<file path="src/rtl/lean_conv_monitor.sv">
// lean_conv_monitor: after an arm pulse, waits for angle in band and channels matched for a dwell window
// (PASS) or times out (FAIL). Statistics outputs are built only when CONV_MON_STATS_EN is defined.
module lean_conv_monitor #(
    parameter int WIDTH          = 16,
    parameter int NCH            = 2,
    parameter int ANG_THRESH     = 250,
    parameter int MATCH_TOL      = 0,
    parameter int DWELL_CYCLES   = 4096,
    parameter int TIMEOUT_CYCLES = 2000000
) (
    input  logic                                    clk,
    input  logic                                    rst_n,
    input  logic                                    arm,
    input  logic signed [WIDTH-1:0]                 angle,
    input  logic        [NCH*WIDTH-1:0]             chan,
    output logic                                    busy,
    output logic                                    done,
    output logic                                    pass,
    output logic        [1:0]                       fail_code,
    output logic        [$clog2(DWELL_CYCLES+1)-1:0] dwell_cnt,
    output logic        [WIDTH:0]                   peak_abs_angle,
    output logic        [15:0]                      drop_cnt
);

    localparam int DW = $clog2(DWELL_CYCLES + 1);
    localparam int TW = $clog2(TIMEOUT_CYCLES + 1);
    localparam logic [WIDTH:0] LP_ANG_THR  = (WIDTH+1)'(ANG_THRESH);
    localparam logic [WIDTH:0] LP_TOL      = (WIDTH+1)'(MATCH_TOL);
    localparam logic [DW-1:0]  LP_DWELL    = DW'(DWELL_CYCLES);
    localparam logic [DW-1:0]  LP_DWELL_M1 = DW'(DWELL_CYCLES - 1);
    localparam logic [TW-1:0]  LP_TMO_M1   = TW'(TIMEOUT_CYCLES - 1);

    typedef enum logic [1:0] {IDLE, EVAL, DONE} state_t;

    state_t                   r_state, w_state_nxt;
    logic [TW-1:0]            r_timer, w_timer_nxt;
    logic [DW-1:0]            r_dwell, w_dwell_nxt;
    logic                     r_pass, w_pass_nxt;
    logic [1:0]               r_fc, w_fc_nxt;

    logic signed [WIDTH:0]    w_ang_ext;
    logic        [WIDTH:0]    w_abs_ang;
    logic signed [WIDTH-1:0]  w_ch, w_max, w_min;
    logic signed [WIDTH:0]    w_max_ext, w_min_ext;
    logic        [WIDTH:0]    w_spread;
    logic                     w_ang_ok, w_match_ok, w_in_band, w_dwell_hit;

    // One extra bit keeps |most-negative| representable.
    assign w_ang_ext = {angle[WIDTH-1], angle};
    assign w_abs_ang = w_ang_ext[WIDTH] ? $unsigned(-w_ang_ext) : $unsigned(w_ang_ext);

    always_comb begin
        w_ch  = '0;
        w_max = chan[WIDTH-1:0];
        w_min = chan[WIDTH-1:0];
        for (int k = 1; k < NCH; k++) begin
            w_ch = chan[k*WIDTH +: WIDTH];
            if (w_ch > w_max) w_max = w_ch;
            if (w_ch < w_min) w_min = w_ch;
        end
    end

    assign w_max_ext   = {w_max[WIDTH-1], w_max};
    assign w_min_ext   = {w_min[WIDTH-1], w_min};
    assign w_spread    = $unsigned(w_max_ext - w_min_ext);
    assign w_ang_ok    = (w_abs_ang <= LP_ANG_THR);
    assign w_match_ok  = (w_spread <= LP_TOL);
    assign w_in_band   = w_ang_ok && w_match_ok;
    assign w_dwell_hit = w_in_band && (r_dwell == LP_DWELL_M1);

    always_ff @(posedge clk or negedge rst_n) begin
        if (!rst_n) begin
            r_state <= IDLE;
            r_timer <= '0;
            r_dwell <= '0;
            r_pass  <= 1'b0;
            r_fc    <= 2'b00;
        end else begin
            r_state <= w_state_nxt;
            r_timer <= w_timer_nxt;
            r_dwell <= w_dwell_nxt;
            r_pass  <= w_pass_nxt;
            r_fc    <= w_fc_nxt;
        end
    end

    // arm restarts from any state; dwell completion takes priority over timeout.
    always_comb begin
        w_state_nxt = r_state;
        w_timer_nxt = r_timer;
        w_dwell_nxt = r_dwell;
        w_pass_nxt  = r_pass;
        w_fc_nxt    = r_fc;
        if (arm) begin
            w_state_nxt = EVAL;
            w_timer_nxt = '0;
            w_dwell_nxt = '0;
            w_pass_nxt  = 1'b0;
            w_fc_nxt    = 2'b00;
        end else begin
            case (r_state)
                EVAL: begin
                    w_timer_nxt = r_timer + TW'(1);
                    if (w_dwell_hit) begin
                        w_dwell_nxt = LP_DWELL;
                        w_state_nxt = DONE;
                        w_pass_nxt  = 1'b1;
                        w_fc_nxt    = 2'b00;
                    end else if (w_in_band) begin
                        w_dwell_nxt = r_dwell + DW'(1);
                    end else begin
                        w_dwell_nxt = '0;
                    end
                    if (!w_dwell_hit && (r_timer == LP_TMO_M1)) begin
                        w_state_nxt = DONE;
                        w_pass_nxt  = 1'b0;
                        w_fc_nxt    = {~w_match_ok, ~w_ang_ok};
                    end
                end
                DONE:    w_state_nxt = IDLE;
                default: w_state_nxt = r_state;
            endcase
        end
    end

    assign busy      = (r_state == EVAL);
    assign done      = (r_state == DONE);
    assign pass      = r_pass;
    assign fail_code = r_fc;
    assign dwell_cnt = r_dwell;

`ifdef CONV_MON_STATS_EN
    logic [WIDTH:0] r_peak;
    logic [15:0]    r_drops;
    logic           r_prev_in_band;

    always_ff @(posedge clk or negedge rst_n) begin
        if (!rst_n) begin
            r_peak         <= '0;
            r_drops        <= '0;
            r_prev_in_band <= 1'b0;
        end else if (arm) begin
            r_peak         <= '0;
            r_drops        <= '0;
            r_prev_in_band <= 1'b0;
        end else if (r_state == EVAL) begin
            if (w_abs_ang > r_peak) r_peak <= w_abs_ang;
            if (r_prev_in_band && !w_in_band && (r_drops != 16'hFFFF)) r_drops <= r_drops + 16'd1;
            r_prev_in_band <= w_in_band;
        end
    end

    assign peak_abs_angle = r_peak;
    assign drop_cnt       = r_drops;
`else
    assign peak_abs_angle = '0;
    assign drop_cnt       = '0;
`endif

endmodule
</file>
<file path="config.mk">
export PLATFORM = sky130hd
export DESIGN_NAME = lean_conv_monitor
export DESIGN_NICKNAME = d
export VERILOG_FILES = /design/src/rtl/lean_conv_monitor.sv
export SDC_FILE = /design/constraint.sdc
export NUM_CORES = 1
export LEC_CHECK = 0
export CAP_MARGIN = 40
export CORE_MARGIN = 5
export CORE_UTILIZATION = 40
export CTS_BUF_LIST = sky130_fd_sc_hd__clkbuf_16
export DETAILED_ROUTE_END_ITERATION = 10
export PLACE_DENSITY = 0.75
export SLEW_MARGIN = 40
export SYNTH_ARGS = -nofsm -noshare
export SYNTH_HDL_FRONTEND = slang
export SYNTH_SLANG_ARGS = --single-unit
</file>
<file path="constraint.sdc">
create_clock -name clk -period 4.2 [get_ports clk]
set_input_delay 1.26 -clock clk [delete_from_list [all_inputs] [get_ports clk]]
set_output_delay 1.26 -clock clk [all_outputs]
set_load 0.05 [all_outputs]
</file>
# ---- Word-level counts from Yosys, hierarchy flattened
# Index checks and enable logic that the tools add are counted.
dict set report totals {
  register_bits 39
  in_bits 51
  output_inout_bits 51
  wordCells 50
}
dict set report classes {
  n_addsub 4
  n_lt_le_gt_ge 4
  n_eq_ne 5
  n_mux 21
  n_bitwise 2
  reduce_logical 9
}
# operator n
set ops {}
lappend ops {{2-to-1 mux 13 bit} 4}
lappend ops {{2-to-1 mux 21 bit} 2}
lappend ops {{2-to-1 mux 16 bit} 2}
lappend ops {{adder 21 x 1 -> 21 bit, second input constant} 1}
lappend ops {{equality test 21 bit, second input constant} 1}
lappend ops {{<= comparator 17 x 1 -> 1 bit, second input constant} 1}
lappend ops {{<= comparator 17 x 8 -> 1 bit, second input constant} 1}
lappend ops {{2-to-1 mux 17 bit} 1}
lappend ops {{negation 16 -> 17 bit} 1}
lappend ops {{subtractor 16 x 16 -> 17 bit} 1}
lappend ops {{> comparator 16 bit} 1}
lappend ops {{less-than comparator 16 bit} 1}
lappend ops {{2-to-1 mux 2 bit} 7}
lappend ops {{adder 13 x 1 -> 13 bit, second input constant} 1}
lappend ops {{equality test 13 x 12 -> 1 bit, second input constant} 1}
lappend ops {{nonzero test 3 bit} 2}
lappend ops {{2-to-1 mux 1 bit} 4}
lappend ops {{inequality test 4 x 2 -> 1 bit, second input constant} 1}
lappend ops {{case mux 2 bit (2 select lines)} 1}
lappend ops {{AND reduction 2 bit} 2}
lappend ops {{logical AND 1 bit} 3}
lappend ops {{equality test 2 x 1 -> 1 bit, second input constant} 1}
lappend ops {{equality test 2 bit, second input constant} 1}
lappend ops {{inverter 1 bit} 2}
lappend ops {{other kinds (2)} 2}

# ---- Logic depth before layout (Yosys ltp)
dict set report depth {
  ltp_word 11
  depth_mapped 25
  mapped_depth_nobuf 21
}

# ---- Least setup slack after synthesis
# No wires, ideal clock.
dict set report synth_path {
  path_type {input to register}
  from {in chan[1]}
  to {reg r_dwell[5], in the netlist dwell_cnt[5]}
  setup_time_ps 93
  arrival_ps 5912
  required_time_ps 4107
  slack_ps -1805
  path_stages 23
  path_cell_list {inv_1 > ha_1 > nor2b_1 > o21a_1 > o21a_1 > o21a_1 > o21ai_0 > a21o_1 > a31oi_1 > buf_1 > nand2_1 > clkbuf_1 > mux2_2 > ha_1 > a21oi_1 > a2111o_1 > a211oi_1 > nand4_1 > nor4_4 > nand4_1 > or3_4 > buf_6 > o31ai_2}
}
dict set report synth_via {
  elab_chain_len 9
}
# element line_no
set synth_lines {}
lappend synth_lines {{from (decl)} 15} ;# input logic [NCH*WIDTH-1:0] chan,
lappend synth_lines {{> comparator 16 bit / less-than comparator 16 bit (equally long branches)} {58, 59}}
lappend synth_lines {{2-to-1 mux 16 bit, on equally long branches} {58, 59}}
lappend synth_lines {{subtractor 16 x 16 -> 17 bit *} 65} ;# assign w_spread = $unsigned(w_max_ext - w_min_ext);
lappend synth_lines {{<= comparator 17 x 1 -> 1 bit *} 67} ;# assign w_match_ok = (w_spread <= LP_TOL);
lappend synth_lines {{logical AND 1 bit *} 68} ;# assign w_in_band = w_ang_ok && w_match_ok;
lappend synth_lines {{2-to-1 mux 13 bit / logical AND 1 bit (equally long branches)} {109, 69}}
lappend synth_lines {{2-to-1 mux 13 bit *} 104} ;# if (w_dwell_hit) begin
lappend synth_lines {{2-to-1 mux 13 bit *} 101} ;# case (r_state)
lappend synth_lines {{2-to-1 mux 13 bit *} 94} ;# if (arm) begin
lappend synth_lines {{to (signal assigned)} 81} ;# r_dwell <= w_dwell_nxt;
lappend synth_lines {{to (decl)} 37} ;# logic [DW-1:0] r_dwell, w_dwell_nxt;
# Mark *: on every way between the ends. The rest lies on a longest branch, timed or not. The select of a mux whose other input is x is not followed.
# A chain may end at the register's enable or synchronous reset.

# ---- Worst setup path after layout
# Same ends and word-level chain as after synthesis.

==> impl_metrics.json <==
{
  "relSlewSlack": 0.548,
  "drc": 0,
  "fin_ws_ns": -1.21,
  "fin_skew_ns": 0.00803,
  "ys.flop_type": "dfrtp_1",
  "vias": 4559,
  "grt_pass1_vias": 4544,
  "cts_max_path_buffers": 2,
  "antenna_cells": 0,
  "die_y_um": 114,
  "clock_latency_ns": 0.28,
  "ir_worst_vdd_mv": 0.202,
  "placed_area_um2": 5940,
  "wl_per_cell_um": 15.2,
  "setup_violations": 18,
  "rsz0062_at_grt": "true",
  "synth-seq-area-share": 0.225,
  "start_util": 0.404,
  "yosysWarnings": 0,
  "synthSimpleGateAreaFrac": 0.238,
  "grt_pass1_wl_um": 20600,
  "fin_nets": 794,
  "totalNegativeSetupSlack_ns": -20.19,
  "worstMarginPinSlew_ns": 0.678,
  "slew_violations": 0,
  "row_count": 38,
  "overflow": 0,
  "critical_path_class": "input port to register",
  "io_pins": 102,
  "drive_gt1_frac": 0.350,
  "via_per_inst": 5.37,
  "postSynthAreaPerCell_um2": 8.12,
  "post-place-ws_ns": -2.11,
  "yosysMostFrequentCell": "nor2_1",
  "nFillCells": 885,
  "synth_top_family_by_area": "simple AND/OR/NAND/NOR gates",
  "ys_top_cells_by_count": "nor2_1 (54), nand2_1 (43), dfrtp_1 (39)",
  "die_w_um": 114,
  "clkTransAtPathRegs_ns": 0.06,
  "cts_tree": "built",
  "ys_top_cells_by_area": "dfrtp_1 (22%), ha_1 (10%), buf_4 (5.7%)",
  "drt_first_pass_iters": 4,
  "grt.total_usage": 0.188,
  "design_area_um2": 6700,
  "fin_crit_sh": 1.29,
  "core_um2": 10700,
  "numPlacedInstances": 825,
  "io_buffers": 68,
  "hold_viol": 0,
  "grt_max_degree": 40,
  "min_path_type": "register to register",
  "synth-async-reset-ratio": 1.00,
  "cellLeakagePower_nw": 2.97,
  "clockRootBuffer": "clkbuf_16",
  "syn-cell-area_um2": 4350,
  "synthXorXnorAreaFrac": 0.0605,
  "hold_slack_ns": 0.538,
  "postSynthCellCount": 535,
  "dp_hpwl_um": 9570,
  "final_util": 0.624,
  "yosysTopAreaCellShare": 0.225,
  "power_mw": 1.76,
  "htree_levels": 2,
  "cap_violations": 0,
  "die_area_um2": 13000,
  "synth_compound_area_frac": 0.186,
  "violations": "negative setup slack",
  "ys_types": 67,
  "antenna_found_initial": 0,
  "routed_wl_um": 12900,
  "area_growth_syn_to_layout_pct": 54.2,
  "outcome": "complete, but fails checks",
  "cts_inserted_buffers": 5,
  "ant_nets": 0,
  "worstSetupEndpointType": "register",
  "p_per_area_nw_per_um2": 262,
  "yosysTopAreaCell": "dfrtp_1",
  "muxShareOfSynthArea": 0.0884,
  "layoutNonFillerInstCount": 849,
  "cp.required_ns": 4.39,
  "gp_congestion": 0.945,
  "synth_edf_count": 0,
  "synth_seq_cells": 39,
  "cts.sinks": 39,
  "worst-path-max-fanout": 5,
  "drt_iter0_markers": 228,
  "crit_path_start_kind": "input port",
  "synth_adder_area_share": 0.101,
  "fmax_mhz": 185,
  "arrival_ns": 5.60,
  "post-route-min-period_ns": 5.41
}
report_power, final:
part / internal [mW] / switching [mW]
sequential: 0.378 / 0.00219
combinational: 0.472 / 0.472
clock: 0.280 / 0.154
total: 1.13 / 0.628
cell usage in the layout, fill, tap and decap left out, types with 7 or more instances in the layout:
| cell type | count |
|---|---|
| dlygate4sd2_1 | 21 |
| mux2i_1 | 15 |
| clkdlybuf4s50_1 | 41 |
| o21ai_0 | 9 |
| nand3_1 | 19 |
| buf_4 | 106 |
| mux2_4 | 7 |
| a21o_1 | 8 |
| ha_4 | 23 |
| xnor2_1 | 10 |
| nand4_1 | 10 |
| xor2_1 | 19 |
| mux2_2 | 12 |
| inv_2 | 10 |
| or2_2 | 7 |
| and3_1 | 10 |
| o21ai_1 | 9 |
| ha_1 | 11 |
| a21oi_1 | 18 |
| dfrtp_1 | 39 |
| inv_1 | 23 |
| conb_1 | 33 |
| nand2_1 | 42 |
| nor3_1 | 8 |
| a31oi_1 | 7 |
| nor2_1 | 51 |
worst paths after layout:
check | start | endpoint | slack (ns) | depth (start not counted)
max | chan[1] | dwell_cnt[5] | -1.21 | 25
min | dwell_cnt[12] | dwell_cnt[12] | 0.54 | 1
max reg2reg | dwell_cnt[0] | dwell_cnt[3] | 1.10 | 10
min reg2reg | dwell_cnt[12] | dwell_cnt[12] | 0.54 | 1
max in group asynchronous | rst_n | dwell_cnt[10] | 2.44 | 2
min in group asynchronous | rst_n | dwell_cnt[1] | 1.41 | 2
flip-flops by register name (all words and copies together) (netlist names):
name / count
r_timer: 21
dwell_cnt: 13
fail_code: 2
r_state: 2
pass: 1
metal layers:
layer,wire [µm],part of all wire,vias up,GRT usage
li1,-,-,2236,-
met1,5370,0.42,2193,0.229
met2,6810,0.53,105,0.349
met3,477,0.037,25,0.0238
met4,240,0.019,0,0.0491
met5,0,0,-,0
cell families after synthesis:
| group | after synthesis |
|---|---|
| xor+xnor | 30 |
| fa+ha+maj | 35 |
| flops | 39 |
| buf+inv | 81 |
| simple gates | 199 |
| other cells | 1 |
| mux | 36 |
| compound gates | 114 |
repair_timing:
item	in CTS	in global routing
cloned	2	0
gates resized for setup	112	29
setup buffers	16	0
endpoints found under the setup margin	18	18
hold buffers	0	0
pin swaps	54	9
cell type report:
class / instances / area, µm² / area share
Tap cell: 140 / 175 / 0.0261
Inverter: 34 / 133 / 0.0198
Clock inverter: 3 / 43.8 / 0.00654
Multi-Input combinational cell: 449 / 3730 / 0.557
Timing Repair Buffer: 179 / 1510 / 0.226
Sequential cell: 39 / 976 / 0.146
Clock buffer: 5 / 125 / 0.0187
worst max-delay path: stages:
cell      delay, ns
buf_8          0.10
inv_6          0.05
ha_4           0.20
nor2b_4        0.12
o21a_1         0.17
o21a_1         0.17
o21a_1         0.18
o21ai_1        0.13
a21o_1         0.18
a31oi_4        0.14
buf_6          0.16
nand2_8        0.07
mux2_4         0.31
ha_4           0.23
buf_4          0.15
a21o_1         0.22
a221oi_4       0.29
o31ai_2        0.12
a21oi_4        0.14
xnor2_1        0.13
o211a_1        0.21
nand4_1        0.12
buf_4          0.17
or3_4          0.40
o31ai_2        0.18
Power figures use the tool's default switching activity.
